**src/rtl/sync_cnt_pkg.sv**
```systemverilog
// Shared types and helpers for the modulo-N counter family.
// Next-count and Gray helpers work on 32-bit values; callers narrow to their own width.
package sync_cnt_pkg;

  typedef enum logic {
    RUN  = 1'b0,
    HALT = 1'b1
  } cnt_state_e;

  function automatic logic [31:0] next_count(input logic [31:0] q,
                                             input logic        up,
                                             input logic [31:0] modulus);
    if (up) return (q == modulus - 32'd1) ? 32'd0 : q + 32'd1;
    else    return (q == 32'd0) ? modulus - 32'd1 : q - 32'd1;
  endfunction

  function automatic logic [31:0] bin2gray(input logic [31:0] value);
    return value ^ (value >> 1);
  endfunction

endpackage

```
**src/rtl/sync_cnt_core.sv**
```systemverilog
// Count register and RUN/HALT state for sync_mod_counter.
// With SYNC_CNT_GRAY_EN defined, the next count is exported for the parent's Gray register.
//
// state | meaning
// RUN   | counting (or holding while en=0)
// HALT  | one-shot reached its terminal value; only load or clear leaves
module sync_cnt_core
  import sync_cnt_pkg::*;
#(
  parameter int WIDTH   = 3,
  parameter int MODULUS = 6
) (
  input  logic             clk,
  input  logic             clear,
  input  logic             en,
  input  logic             up,
  input  logic             oneshot,
  input  logic             load,
  input  logic [WIDTH-1:0] din,
`ifdef SYNC_CNT_GRAY_EN
  output logic [WIDTH-1:0] q_next,
`endif
  output logic [WIDTH-1:0] q,
  output logic             done
);

  localparam logic [WIDTH-1:0] LP_Q_MAX = WIDTH'(MODULUS - 1);

  cnt_state_e       r_state;
  cnt_state_e       w_state_next;
  logic [WIDTH-1:0] r_q;
  logic [WIDTH-1:0] w_q_next;
  logic             w_at_term;

  assign w_at_term = up ? (r_q == LP_Q_MAX) : (r_q == '0);

  always_comb begin
    w_q_next     = r_q;
    w_state_next = r_state;
    if (load) begin
      // Out-of-range loads saturate so q never leaves 0..MODULUS-1.
      w_q_next     = (32'(din) >= 32'(MODULUS)) ? LP_Q_MAX : din;
      w_state_next = RUN;
    end else if (r_state == RUN && en) begin
      if (w_at_term && oneshot) w_state_next = HALT;
      else w_q_next = WIDTH'(next_count(32'(r_q), up, 32'(MODULUS)));
    end
  end

  always_ff @(posedge clk or negedge clear) begin
    if (!clear) begin
      r_q     <= '0;
      r_state <= RUN;
    end else begin
      r_q     <= w_q_next;
      r_state <= w_state_next;
    end
  end

  assign q    = r_q;
  assign done = (r_state == HALT);
`ifdef SYNC_CNT_GRAY_EN
  assign q_next = w_q_next;
`endif

endmodule

```
**src/rtl/sync_mod_counter.sv**
```systemverilog
// Parametrised modulo-N up/down counter with load, one-shot mode and cascade tc.
// Optional feature macro SYNC_CNT_GRAY_EN adds a registered Gray-coded copy q_gray.
module sync_mod_counter
  import sync_cnt_pkg::*;
#(
  parameter int WIDTH   = 3,
  parameter int MODULUS = 6
) (
  input  logic             clk,
  input  logic             clear,
  input  logic             en,
  input  logic             up,
  input  logic             oneshot,
  input  logic             load,
  input  logic [WIDTH-1:0] din,
  output logic [WIDTH-1:0] q,
`ifdef SYNC_CNT_GRAY_EN
  output logic [WIDTH-1:0] q_gray,
`endif
  output logic             tc,
  output logic             done
);

  localparam logic [WIDTH-1:0] LP_Q_MAX = WIDTH'(MODULUS - 1);

  if (WIDTH < 1 || WIDTH > 16) begin : g_bad_width
    $error("sync_mod_counter: WIDTH %0d outside 1..16", WIDTH);
  end
  if (MODULUS < 2 || MODULUS > (1 << WIDTH)) begin : g_bad_modulus
    $error("sync_mod_counter: MODULUS %0d outside 2..2^WIDTH", MODULUS);
  end

  logic [WIDTH-1:0] w_q;
  logic             w_done;

`ifdef SYNC_CNT_GRAY_EN
  logic [WIDTH-1:0] w_q_next;
  logic [WIDTH-1:0] r_q_gray;
`endif

  sync_cnt_core #(
    .WIDTH   (WIDTH),
    .MODULUS (MODULUS)
  ) u_core (
    .clk     (clk),
    .clear   (clear),
    .en      (en),
    .up      (up),
    .oneshot (oneshot),
    .load    (load),
    .din     (din),
`ifdef SYNC_CNT_GRAY_EN
    .q_next  (w_q_next),
`endif
    .q       (w_q),
    .done    (w_done)
  );

  assign q    = w_q;
  assign done = w_done;
  // Combinational so the next stage can step on the same edge this one wraps.
  assign tc   = en & ~w_done & (up ? (w_q == LP_Q_MAX) : (w_q == '0));

`ifdef SYNC_CNT_GRAY_EN
  // Encoded from the next count so q_gray tracks q without a cycle of lag.
  always_ff @(posedge clk or negedge clear) begin
    if (!clear) r_q_gray <= '0;
    else        r_q_gray <= WIDTH'(bin2gray(32'(w_q_next)));
  end
  assign q_gray = r_q_gray;
`endif

endmodule

```
**config.mk**
```make
export PLATFORM = sky130hd
export DESIGN_NAME = sync_mod_counter
export DESIGN_NICKNAME = d
export VERILOG_FILES = /design/src/rtl/sync_cnt_pkg.sv /design/src/rtl/sync_cnt_core.sv /design/src/rtl/sync_mod_counter.sv
export SDC_FILE = /design/constraint.sdc
export NUM_CORES = 1
export LEC_CHECK = 0
export ABC_AREA = 1
export BUFFER_PORTS_ARGS = -buffer_cell sky130_fd_sc_hd__buf_2
export CAP_MARGIN = 15
export CORE_AREA = 2 2 39 41
export DETAILED_ROUTE_END_ITERATION = 10
export DIE_AREA = 0 0 41 43
export SLEW_MARGIN = 20
export SYNTH_ARGS = -nofsm -noshare
export SYNTH_HDL_FRONTEND = slang
export SYNTH_SLANG_ARGS = --single-unit
```
**constraint.sdc**
```tcl
create_clock -name clk -period 1.1 [get_ports clk]
set_input_delay 0.11 -clock clk [delete_from_list [all_inputs] [get_ports clk]]
set_output_delay 0.11 -clock clk [all_outputs]
set_load 0.05 [all_outputs]
```
==> summary.md <==
### Setup path
• **critical setup path kind** register to output pin
• **cell with the biggest individual delay on the critical path** sky130_fd_sc_hd__dfrtp_2
• **count of buffer and inverter cells on the critical path** 1
• **crit end category** output pin
• **critical path peak fanout** 4
• **Req. time, crit path** 0.99 ns
• **crit path DAT** 1.24 ns
• **startpoint kind of the worst setup timing path** register
• **largest delay contributor family on the critical path** flip-flops
• **delay of the slowest cell on the worst path** 0.43 ns
• **worst path cell trace** nor2_4 > nand3_4 > a21oi_4 > buf_6

### Route
• **number of vias in the routed layout** 447
• **drt wl/cell** 9.582 um
• **DR iter-0 viols** 8
• **mean number of vias per cell** 4.561
• **TritonRoute pass-1 iters** 4
• **post-detailed-routing wire length** 939 um
• **residual antenna-violating net count after detailed routing** 0
• **DRC violation count after routing** 0

### Global route
• **antenna violations before repair** 0
• **first-pass GRT wire length** 1462 um
• **number of global-route vias before repair** 396
• **largest net degree at the start of global routing** 9
• **overall global routing resource usage** 0.1223
• **remaining global-route overflow** 0

### Logic synthesis
• **Seq/Total Area, Yosys** 0.2827
• **number of unique standard cell types used by synthesis** 11
• **mapped cell area** 354.1 um2
• **top area cells in the synthesized netlist** sky130_fd_sc_hd__nand2_1, sky130_fd_sc_hd__dfrtp_1, sky130_fd_sc_hd__nand2_2, sky130_fd_sc_hd__nand3_1, sky130_fd_sc_hd__inv_1
• **proportion of synthesized area in mux cells** 0
• **syn_nets** 66
• **Synth Area in Adders** 0
• **share of the synthesized area in compound gates (AO/OA/AOI/OAI)** 0.06360
• **main flop type after synthesis** sky130_fd_sc_hd__dfrtp_1
• **share of the synthesized netlist area taken by xor and xnor gates** 0
• **post-synthesis share of cell area spent on and, or, nand and nor gates** 0.5406
• **dominant combinational cell family by area after synthesis** simple AND/OR/NAND/NOR gates
• **average instance area after synthesis** 6.212 um2
• **Commonest cells post-synth** sky130_fd_sc_hd__nand2_1, sky130_fd_sc_hd__inv_1, sky130_fd_sc_hd__nand2_2, sky130_fd_sc_hd__nand3_1, sky130_fd_sc_hd__dfrtp_1
• **proportion of register bits with asynchronous set or reset after synthesis** 1.000
• **flip-flop and latch count after synthesis** 4
• **cell with the most instances after synthesis** sky130_fd_sc_hd__nand2_1
• **count of warnings emitted by yosys** 0
• **number of enable-type register cells in the synthesized netlist** 0
• **largest area contributor in the netlist** sky130_fd_sc_hd__nand2_1
• **share of the synthesized area in the top cell type** 0.2862
• **number of standard cells after synthesis** 57

### Clocking
• **clk sinks** 4
• **cell at the root of the clock tree** sky130_fd_sc_hd__clkbuf_4
• **CTS tree** built
• **# H-tree levels** 1
• **clock input transition at the sequential cells of the worst setup and hold paths** 0.03 ns
• **TritonCTS buffer count** 3
• **maximum count of clock buffers along a single path** 2
• **clock latency at the later pin of the worst-skew pair** 0.24 ns

### Die
• **width of the die** 41 um
• **Total Die Area** 1763 um2
• **initial standard-cell utilization of the core** 0.2559
• **number of core rows** 14
• **core area** 1384 um2
• **die span in y** 43 um
• **top-level port count** 14

### Placement
• **area of placed instances** 486.7 um2
• **Port Buffer Count** 13
• **final estimated routing congestion in global placement** 0.8176
• **worst slack after detailed placement** -0.09898 ns
• **HPWL reported at the end of detailed placement** 710.2 um

### Final layout
• **Post-Layout Inst Area** 584.3 um2
• **area added between synthesis and finish** 65.02%
• **Finished Core Util** 0.4222
• **layout cell share with drive strength beyond 1** 0.4756
• **count of antenna diodes in the layout** 0
• **number of nets in the layout** 92

### STA
• **Final WS setup** -0.2537 ns
• **RSZ-0062 raised after global routing** yes
• **remaining max-slew budget at the tightest pin** 0.8350
• **count of pins over their slew limit** 0
• **fmax** 738.7 MHz
• **time the final worst path needs with I/O delays and setup** 1.354 ns
• **total count of hold-check failures in the final report** 0
• **worst-margin pin slew** 0.2492 ns
• **Setup Viol. Count Final** 5
• **period utilisation layout** 1.231
• **Fin Clk Skew** 0.008694 ns

### Pwr
• **Power Dens Cells** 1597 nW/um2
• **leakage dissipation** 0.3174 nW
• **Design Power** 0.9329 mW
• **maximum ir drop on the vdd rail** 0.0004913 V

### Min path
• **type of the tightest min-delay check** input port to register

### Job
• **number of max-cap violations** 0

### Run status
• **violated checks** setup timing
• **status** complete, but fails checks

==> power breakdown <==
part           leakage [nW]  internal, mW  switching (mW)
Clock                0.0150         0.136          0.0639
Combinational         0.255         0.200           0.315
Sequential           0.0469         0.180          0.0377
Total                 0.317         0.516           0.416
==> worst paths after layout <==
path / start / depth (start not counted) / end / slack, ns
worst max-delay path: u_core.q[0]$_DFFE_PN0P_ / 4 / tc / -0.25
worst min-delay path: load / 2 / u_core.done$_DFFE_PN0P_ / 0.07
worst min register to register: u_core.done$_DFFE_PN0P_ / 2 / u_core.done$_DFFE_PN0P_ / 0.57
max in group asynchronous: clear / 2 / u_core.q[0]$_DFFE_PN0P_ / 0.77
worst max register to register: u_core.q[1]$_DFFE_PN0P_ / 9 / u_core.q[0]$_DFFE_PN0P_ / -0.19
min in group asynchronous: clear / 2 / u_core.q[1]$_DFFE_PN0P_ / 0.20
==> cell usage in the layout, fill, tap and decap left out, drive strengths merged <==
master,instances
dlygate4sd3,1
nand4,1
inv,6
a21oi,3
nand3,7
buf,20
a211oi,1
nand2,32
clkbuf,4
bufinv,1
dfrtp,4
nor2,2
==> routing by layer <==
metal | part of all wire | GRT usage | vias up
li1 | - | - | 229
met1 | 0.44 | 0.1382 | 202
met2 | 0.51 | 0.2000 | 16
met3 | 0.047 | 0.03141 | 0
met4 | 0 | 0.06000 | 0
met5 | 0 | 0 | -
==> metrics by stage <==
| stage | hold WS, ns | setup TNS [ns] | cells |
|---|---|---|---|
| finish | 0.06822 | -0.9447 | 98 |
| global route | 0.06627 | -1.262 | 98 |
| CTS | 0.06667 | -1.037 | 97 |
| detailed placement | -0.08579 | -0.4127 | 90 |
| global placement | -0.08291 | -0.4746 | 90 |
| floorplan | -0.1856 | -0.7651 | 57 |
==> cells by family after synthesis <==
kind of cell           Yosys count
AND/OR/NAND/NOR                 42
buffers and inverters            7
flip-flops                       4
AO/OA/AOI/OAI                    4
==> registers in the layout (all words and copies together), names as in the netlist <==
signal and cells:
u_core.q 3, u_core.done 1
==> final cells by class <==
class,instances,area [um2]
fillers,149,799.5
multi-input cells,46,254.0
repair buffers,21,140.1
flip-flops and latches,4,103.9
inverters,7,40.04
clock buffers,4,26.28
well taps,16,20.02
==> repair_timing <==
item / 4_1_cts / 5_1_grt
hold buffers: 1 / 0
pin swaps: 0 / 1
gates resized for setup: 7 / 3
setup endpoints to repair: 5 / 5
setup buffers: 2 / 1
endpoints found under the hold margin: 4 / 0
gates cloned: 0 / 0
Note: power is estimated with default switching activity, not from simulation.
